<file path="src/rtl/clock_timekeeper_pkg.sv">
// Shared mode encoding, time limits and digit widths for the clock timekeeper.
package clock_pkg;

    typedef enum logic [1:0] {
        RUN       = 2'd0,
        SET_HOURS = 2'd1,
        SET_MINS  = 2'd2
    } mode_t;

    localparam int SEC_MAX    = 59;
    localparam int MIN_MAX    = 59;
    localparam int HOUR_MAX   = 23;
    localparam int UNITS_MAX  = 9;

    localparam int SEC_TENS_MAX            = SEC_MAX / 10;
    localparam int SEC_UNITS_AT_TENS_MAX   = SEC_MAX % 10;
    localparam int MIN_TENS_MAX            = MIN_MAX / 10;
    localparam int MIN_UNITS_AT_TENS_MAX   = MIN_MAX % 10;
    localparam int HOUR_TENS_MAX           = HOUR_MAX / 10;
    localparam int HOUR_UNITS_AT_TENS_MAX  = HOUR_MAX % 10;

    localparam int UNITS_W     = 4;
    localparam int SEC_TENS_W  = 3;
    localparam int MIN_TENS_W  = 3;
    localparam int HOUR_TENS_W = 2;

endpackage

</file>
<file path="src/rtl/clock_timekeeper_if.sv">
// Button/strobe inputs and BCD time outputs of the timekeeper, bundled as one port.
interface clock_timekeeper_if;
    import clock_pkg::*;

    logic                   tick_1hz;
    logic                   btn_mode;
    logic                   btn_inc;
    logic [UNITS_W-1:0]     rightSecs;
    logic [SEC_TENS_W-1:0]  leftSecs;
    logic [UNITS_W-1:0]     rightMins;
    logic [MIN_TENS_W-1:0]  leftMins;
    logic [UNITS_W-1:0]     rightHours;
    logic [HOUR_TENS_W-1:0] leftHours;
    logic [1:0]             mode;
    logic                   blink;
    logic                   day_wrap;

    modport master (
        output tick_1hz, btn_mode, btn_inc,
        input  rightSecs, leftSecs, rightMins, leftMins, rightHours, leftHours,
        input  mode, blink, day_wrap
    );

    modport slave (
        input  tick_1hz, btn_mode, btn_inc,
        output rightSecs, leftSecs, rightMins, leftMins, rightHours, leftHours,
        output mode, blink, day_wrap
    );

endinterface

</file>
<file path="src/rtl/clock_timekeeper_bcd_pair_counter.sv">
// Two-digit BCD counter; wrap is combinational so the next stage can carry on the same edge.
module bcd_pair_counter
    import clock_pkg::*;
#(
    parameter int TENS_MAX          = 5,
    parameter int UNITS_AT_TENS_MAX = 9,
    parameter int TENS_W            = 3
) (
    input  logic               clk,
    input  logic               rst,
    input  logic               inc,
    output logic [TENS_W-1:0]  tens,
    output logic [UNITS_W-1:0] units,
    output logic               wrap
);

    logic [TENS_W-1:0]  r_tens;
    logic [UNITS_W-1:0] r_units;
    logic               w_atMax;

    assign w_atMax = (r_tens == TENS_W'(TENS_MAX)) && (r_units == UNITS_W'(UNITS_AT_TENS_MAX));

    always_ff @(posedge clk) begin
        if (rst) begin
            r_tens  <= '0;
            r_units <= '0;
        end else if (inc) begin
            if (w_atMax) begin
                r_tens  <= '0;
                r_units <= '0;
            end else if (r_units == UNITS_W'(UNITS_MAX)) begin
                r_units <= '0;
                r_tens  <= r_tens + 1'b1;
            end else begin
                r_units <= r_units + 1'b1;
            end
        end
    end

    assign tens  = r_tens;
    assign units = r_units;
    assign wrap  = inc && w_atMax;

endmodule

</file>
<file path="src/rtl/clock_timekeeper.sv">
// Time-of-day sequencer with RUN/SET_HOURS/SET_MINS mode FSM.
// Optional macro CLOCK_BLINK_EN adds a blink register toggled by ticks in set modes.
module clock_timekeeper
    import clock_pkg::*;
#(
    parameter bit SEC_WRAP_PULSE = 1'b1
) (
    input  logic               clk,
    input  logic               rst,
    clock_timekeeper_if.slave  bus
);

    mode_t r_state;
    mode_t w_nextState;

    logic w_runMode;
    logic w_secInc, w_minInc, w_hourInc;
    logic w_secWrap, w_minWrap, w_hourWrap;
    logic w_secClear;

    always_ff @(posedge clk) begin
        if (rst) begin
            r_state <= RUN;
        end else begin
            r_state <= w_nextState;
        end
    end

    always_comb begin
        w_nextState = r_state;
        if (bus.btn_mode) begin
            case (r_state)
                RUN:       w_nextState = SET_HOURS;
                SET_HOURS: w_nextState = SET_MINS;
                SET_MINS:  w_nextState = RUN;
                default:   w_nextState = RUN;
            endcase
        end
    end

    // Carries only ripple in RUN; set-mode increments are dropped when btn_mode also fires.
    assign w_runMode  = (r_state == RUN);
    assign w_secInc   = w_runMode && bus.tick_1hz;
    assign w_minInc   = w_runMode ? w_secWrap
                                  : ((r_state == SET_MINS) && bus.btn_inc && !bus.btn_mode);
    assign w_hourInc  = w_runMode ? w_minWrap
                                  : ((r_state == SET_HOURS) && bus.btn_inc && !bus.btn_mode);
    assign w_secClear = rst || ((r_state == SET_MINS) && bus.btn_mode);

    bcd_pair_counter #(
        .TENS_MAX          (SEC_TENS_MAX),
        .UNITS_AT_TENS_MAX (SEC_UNITS_AT_TENS_MAX),
        .TENS_W            (SEC_TENS_W)
    ) u_secs (
        .clk   (clk),
        .rst   (w_secClear),
        .inc   (w_secInc),
        .tens  (bus.leftSecs),
        .units (bus.rightSecs),
        .wrap  (w_secWrap)
    );

    bcd_pair_counter #(
        .TENS_MAX          (MIN_TENS_MAX),
        .UNITS_AT_TENS_MAX (MIN_UNITS_AT_TENS_MAX),
        .TENS_W            (MIN_TENS_W)
    ) u_mins (
        .clk   (clk),
        .rst   (rst),
        .inc   (w_minInc),
        .tens  (bus.leftMins),
        .units (bus.rightMins),
        .wrap  (w_minWrap)
    );

    bcd_pair_counter #(
        .TENS_MAX          (HOUR_TENS_MAX),
        .UNITS_AT_TENS_MAX (HOUR_UNITS_AT_TENS_MAX),
        .TENS_W            (HOUR_TENS_W)
    ) u_hours (
        .clk   (clk),
        .rst   (rst),
        .inc   (w_hourInc),
        .tens  (bus.leftHours),
        .units (bus.rightHours),
        .wrap  (w_hourWrap)
    );

    assign bus.mode = r_state;

    generate
        if (SEC_WRAP_PULSE) begin : g_dayWrap
            logic r_dayWrap;
            always_ff @(posedge clk) begin
                if (rst) begin
                    r_dayWrap <= 1'b0;
                end else begin
                    r_dayWrap <= w_runMode && w_hourWrap;
                end
            end
            assign bus.day_wrap = r_dayWrap;
        end else begin : g_noDayWrap
            assign bus.day_wrap = 1'b0;
        end
    endgenerate

`ifdef CLOCK_BLINK_EN
    logic r_blink;

    always_ff @(posedge clk) begin
        if (rst) begin
            r_blink <= 1'b0;
        end else if (w_nextState == RUN) begin
            r_blink <= 1'b0;
        end else if (!w_runMode && bus.tick_1hz) begin
            r_blink <= ~r_blink;
        end
    end

    assign bus.blink = r_blink;
`else
    assign bus.blink = 1'b0;
`endif

endmodule

</file>
<file path="src/flat_wrapper.sv">
// flat-port wrapper written by rule: the top's interface ports become plain ports
module clock_timekeeper_flat import clock_pkg::*;
#(
    parameter bit SEC_WRAP_PULSE = 1'b1
)
  (clk, rst, bus_tick_1hz, bus_btn_mode, bus_btn_inc, bus_rightSecs, bus_leftSecs, bus_rightMins, bus_leftMins, bus_rightHours, bus_leftHours, bus_mode, bus_blink, bus_day_wrap);
  clock_timekeeper_if bus_i ();
  input  logic clk;
  input  logic rst;
  input wire logic [$bits(bus_i.tick_1hz)-1:0] bus_tick_1hz;
  input wire logic [$bits(bus_i.btn_mode)-1:0] bus_btn_mode;
  input wire logic [$bits(bus_i.btn_inc)-1:0] bus_btn_inc;
  output wire logic [$bits(bus_i.rightSecs)-1:0] bus_rightSecs;
  output wire logic [$bits(bus_i.leftSecs)-1:0] bus_leftSecs;
  output wire logic [$bits(bus_i.rightMins)-1:0] bus_rightMins;
  output wire logic [$bits(bus_i.leftMins)-1:0] bus_leftMins;
  output wire logic [$bits(bus_i.rightHours)-1:0] bus_rightHours;
  output wire logic [$bits(bus_i.leftHours)-1:0] bus_leftHours;
  output wire logic [$bits(bus_i.mode)-1:0] bus_mode;
  output wire logic [$bits(bus_i.blink)-1:0] bus_blink;
  output wire logic [$bits(bus_i.day_wrap)-1:0] bus_day_wrap;
  assign bus_i.tick_1hz = bus_tick_1hz;
  assign bus_i.btn_mode = bus_btn_mode;
  assign bus_i.btn_inc = bus_btn_inc;
  assign bus_rightSecs = bus_i.rightSecs;
  assign bus_leftSecs = bus_i.leftSecs;
  assign bus_rightMins = bus_i.rightMins;
  assign bus_leftMins = bus_i.leftMins;
  assign bus_rightHours = bus_i.rightHours;
  assign bus_leftHours = bus_i.leftHours;
  assign bus_mode = bus_i.mode;
  assign bus_blink = bus_i.blink;
  assign bus_day_wrap = bus_i.day_wrap;
  clock_timekeeper #(.SEC_WRAP_PULSE(SEC_WRAP_PULSE)) u_core (.clk(clk), .rst(rst), .bus(bus_i));
endmodule
</file>
<file path="config.mk">
export PLATFORM = sky130hd
export DESIGN_NAME = clock_timekeeper_flat
export DESIGN_NICKNAME = d
export VERILOG_FILES = /design/src/rtl/clock_timekeeper_pkg.sv /design/src/rtl/clock_timekeeper_if.sv /design/src/rtl/clock_timekeeper_bcd_pair_counter.sv /design/src/rtl/clock_timekeeper.sv /design/src/flat_wrapper.sv
export SDC_FILE = /design/constraint.sdc
export NUM_CORES = 1
export LEC_CHECK = 0
export CAP_MARGIN = 20
export CORE_MARGIN = 5
export CORE_UTILIZATION = 25
export CTS_CLUSTER_DIAMETER = 150
export DETAILED_ROUTE_END_ITERATION = 8
export PLACE_DENSITY = 0.46
export SLEW_MARGIN = 10
export SYNTH_ARGS = -nofsm -noshare
export SYNTH_HDL_FRONTEND = slang
export SYNTH_HIERARCHICAL = 1
export SYNTH_SLANG_ARGS = --single-unit
</file>
<file path="constraint.sdc">
create_clock -name clk -period 4 [get_ports clk]
set_input_delay 1.2 -clock clk [delete_from_list [all_inputs] [get_ports clk]]
set_output_delay 1.2 -clock clk [all_outputs]
set_load 0.01 [all_outputs]
</file>
==> key figures <==
Route
  – Final ANT Viol Nets: 0
  – Detailed router's first-iteration violation count: 31
  – Number of vias after detailed routing: between 900 and 1,000
  – Count of unresolved DRC violations after routing: 0
  – Drt first pass iters: 4
  – Post-detailed-route via-to-cell ratio: ~4.6
  – Wire length reported by the detailed router: 2.63 mm
  – Drt wl/cell: 12.3 um

Worst setup path
  – Critical Setup Path Class: in2reg
  – Worst EP arrival: between 3000 and 4000 ps
  – Worst R2R Start: u_core/bus.mode[1]
  – Worst-path fanout max: 8
  – Required time of the critical path: roughly 4200 ps
  – Launching element of the worst setup path: bus_tick_1hz
  – Worst Setup End Kind: register
  – Startpoint kind of the worst setup timing path: input pin

Cells and area
  – Post-layout net count: between 150 and 200
  – Area delta synth->final: 33.1%
  – Fraction of final layout cells sized beyond drive strength 1: under 10%
  – Layout Cells excl Fill: 214
  – Fin util: 34.2%
  – Inserted Diodes: 0

CTS
  – H-Tree Depth: 1
  – Clock insertion delay at the later pin of the skew report: 260 ps
  – Number of buffers inserted by hold repair at cts: 0
  – Number of sinks driven by the clock tree: 23
  – CTS Buffer Depth: 2
  – Number of instances resized during post-cts repair: 0
  – TritonCTS Buffers: 3
  – Clock tree root buffer cell: sky130_fd_sc_hd__clkbuf_8
  – Total setup buffers inserted after CTS: 0
  – Clock-pin slew of the registers on the worst-case setup and hold paths: approximately 80 ps
  – Clock tree from TritonCTS: done

STA
  – Number of pins exceeding their max-slew limit in the final report: 0
  – Max frequency: 268 MHz
  – Fin crit share: 93.1%
  – Max Clock Skew: ~5.5 ps
  – Post-route minimum period: between 3000 and 4000 ps
  – Final setup vio count: 0
  – Final hold viol count: 0
  – Final TNS setup: 0 ps
  – Unrepaired setup endpoints after global routing: false

Yosys
  – Cells taking the most area after synthesis: sky130_fd_sc_hd__dfxtp_1 (38%), sky130_fd_sc_hd__ha_1 (10%), sky130_fd_sc_hd__or3b_1 (5.1%)
  – Library cells used by synthesis: 31
  – Avg Inst Size Synth: about 9.5 um^2
  – Share of synthesized registers carrying an async set or reset: 0%
  – Leading area contributor after synthesis: sky130_fd_sc_hd__dfxtp_1
  – Number of enable flip-flop cells after synthesis: 0
  – Sequential cell area fraction in the yosys report: between 30% and 40%
  – Most numerous cell in the Yosys netlist: sky130_fd_sc_hd__dfxtp_1
  – Post-synth top area share: 38.2%
  – Yosys Warn Count: 6
  – Most used flip-flop cell after synthesis: sky130_fd_sc_hd__dfxtp_1
  – Net count of the mapped netlist: between 100 and 150
  – Count of state elements after synthesis: 23
  – Total standard cell area after synthesis: approximately 0.0012 mm^2
  – Commonest cells post-synth: sky130_fd_sc_hd__dfxtp_1 (23), sky130_fd_sc_hd__nor2_1 (16), sky130_fd_sc_hd__a21oi_1 (10), sky130_fd_sc_hd__ha_1 (10), sky130_fd_sc_hd__nand2_1 (10)
  – Number of instances in the synthesized netlist: 127

Placed design
  – Estimated wirelength of the detail-placed design: ~2 mm
  – Placed instance count: 210
  – Count of buffers from port buffering: 27
  – Weighted congestion reported at the end of routability-driven placement: a little over 0.7

Die
  – Initial Util: 25.7%
  – Die area: 0.00631 mm^2
  – Cell row count: 25
  – Top-Level Pins: 29
  – Vertical die dimension: about 80 um
  – Die X: about 80 um
  – Floorplan Core Area: approximately 0.0047 mm^2

Global route
  – Global-route wire length before repair: between 4 and 5 mm
  – Maximum number of pins on one net before global-route repair: 13
  – Overflow left after global routing: 0
  – Tot GR Track Use: under 10%
  – Number of global-route vias before repair: slightly below 900
  – Number of antenna violations at the first check in global routing: 0

Hold path
  – Worst min-delay path class: reg2reg
  – Hold path start: u_core/u_secs/tens[1]

Power and ir drop
  – Clock share of power: roughly a third
  – Cell leakage power: approximately 0.64 nW
  – Internal power: approximately 0.33 mW
  – NetSw: around 0.10 mW
  – Part of the total power dissipated in combinational logic: between 10% and 20%
  – Tot Pwr: ~0.43 mW
  – Seq pwr share: 56.0%
  – Maximum vdd ir drop: 0.106 mV
  – Switching share of total power: 24.2%
  – Pwr/cell area: roughly 270 mW/mm^2

Outcome
  – Outcome: complete, no violations

Flow run
  – Max capacitance violation total: 0
==> cells in the final DEF, fill, tap and decap left out, types with 2 or more instances in the layout <==
master                            instances
sky130_fd_sc_hd__or2b_1                   3
sky130_fd_sc_hd__clkdlybuf4s50_1         27
sky130_fd_sc_hd__ha_1                    10
sky130_fd_sc_hd__nand2b_1                 3
sky130_fd_sc_hd__nand4b_4                 2
sky130_fd_sc_hd__clkbuf_8                 3
sky130_fd_sc_hd__buf_4                    4
sky130_fd_sc_hd__nand3b_1                 3
sky130_fd_sc_hd__nand4_1                  3
sky130_fd_sc_hd__o21ai_0                  2
sky130_fd_sc_hd__dfxtp_1                 23
sky130_fd_sc_hd__nor2_1                  16
sky130_fd_sc_hd__inv_1                    6
sky130_fd_sc_hd__a21oi_1                 10
sky130_fd_sc_hd__or3b_1                   7
sky130_fd_sc_hd__nand2_1                 10
sky130_fd_sc_hd__xnor2_1                  3
sky130_fd_sc_hd__xor2_1                   7
sky130_fd_sc_hd__a211oi_1                 3
==> worst paths after layout <==
| kind | slack, ps | cells after the start | end |
|---|---|---|---|
| worst max-delay path | 270 | 13 | u_core/u_hours/tens[1] |
| worst min-delay path | 500 | 2 | u_core/u_secs/tens[1] |
| worst max register to register | 1170 | 12 | u_core/u_hours/tens[1] |
| worst min register to register | 500 | 2 | u_core/u_secs/tens[1] |
==> worst max-delay path, cell delays in order <==
cell	delay, ps
sky130_fd_sc_hd__clkdlybuf4s50_1	440
sky130_fd_sc_hd__nor3b_2	260
sky130_fd_sc_hd__nand4b_4	130
sky130_fd_sc_hd__nor2_1	110
sky130_fd_sc_hd__nand2b_1	60
sky130_fd_sc_hd__a21oi_1	280
sky130_fd_sc_hd__nand4b_4	180
sky130_fd_sc_hd__nor2_1	140
sky130_fd_sc_hd__nand2b_1	60
sky130_fd_sc_hd__a21oi_1	250
sky130_fd_sc_hd__nand4b_2	200
sky130_fd_sc_hd__or4b_1	490
sky130_fd_sc_hd__o211ai_1	100
==> final cells by class <==
| type | count | area [um^2] |
|---|---|---|
| sequential | 23 | 460 |
| clock buffer | 4 | 45.0 |
| timing repair buffer | 31 | 300 |
| inverter | 6 | 22.5 |
| tap | 54 | 67.6 |
| multi-input combinational | 96 | 709 |
| fill | 476 | 3090 |
==> registers in the layout (all words and copies together), names as in the netlist <==
signal / cells
u_core/u_hours/units: 4
u_core/u_mins/units: 4
u_core/u_secs/units: 4
u_core/u_mins/tens: 3
u_core/u_secs/tens: 3
u_core/bus.mode: 2
u_core/u_hours/tens: 2
u_core/bus.day_wrap: 1
==> power by group through the flow <==
stage | combinational, mW | sequential (mW) | clock, mW
after floorplan | 0.0237 | 0.248 | 0
after global placement | 0.0440 | 0.248 | 0
after detailed placement | 0.0445 | 0.249 | 0
after CTS | 0.0446 | 0.243 | 0.153
after global routing | 0.0476 | 0.244 | 0.163
final | 0.0446 | 0.243 | 0.146
==> layer usage <==
layer / vias up / track usage, % / wire length [um]
li1: 502 / - / -
met1: 468 / 10.8 / 1250
met2: 23 / 13.4 / 1250
met3: 2 / 1.47 / 93
met4: 0 / 4.12 / 36
met5: - / 0 / 0
==> cells by family after synthesis <==
family | Yosys count | share of synthesized area, %
compound gates | 18 | 9.13
xor+xnor | 10 | 7.26
fa+ha+maj | 10 | 10.4
buf+inv | 8 | 3.42
flops | 23 | 38.2
other cells | 1 | 0.311
simple gates | 57 | 31.3
==> stage by stage <==
stage          hold WS, ps  instance area, um^2  setup slack [ps]
2_1_floorplan          497                 1210               106
3_3_place_gp           480                 1560              70.0
3_5_place_dp           498                 1560             -40.0
4_1_cts                510                 1610               238
5_1_grt                539                 1610              61.7
6_report               503                 1610               274
Power figures use the tool's default switching activity.
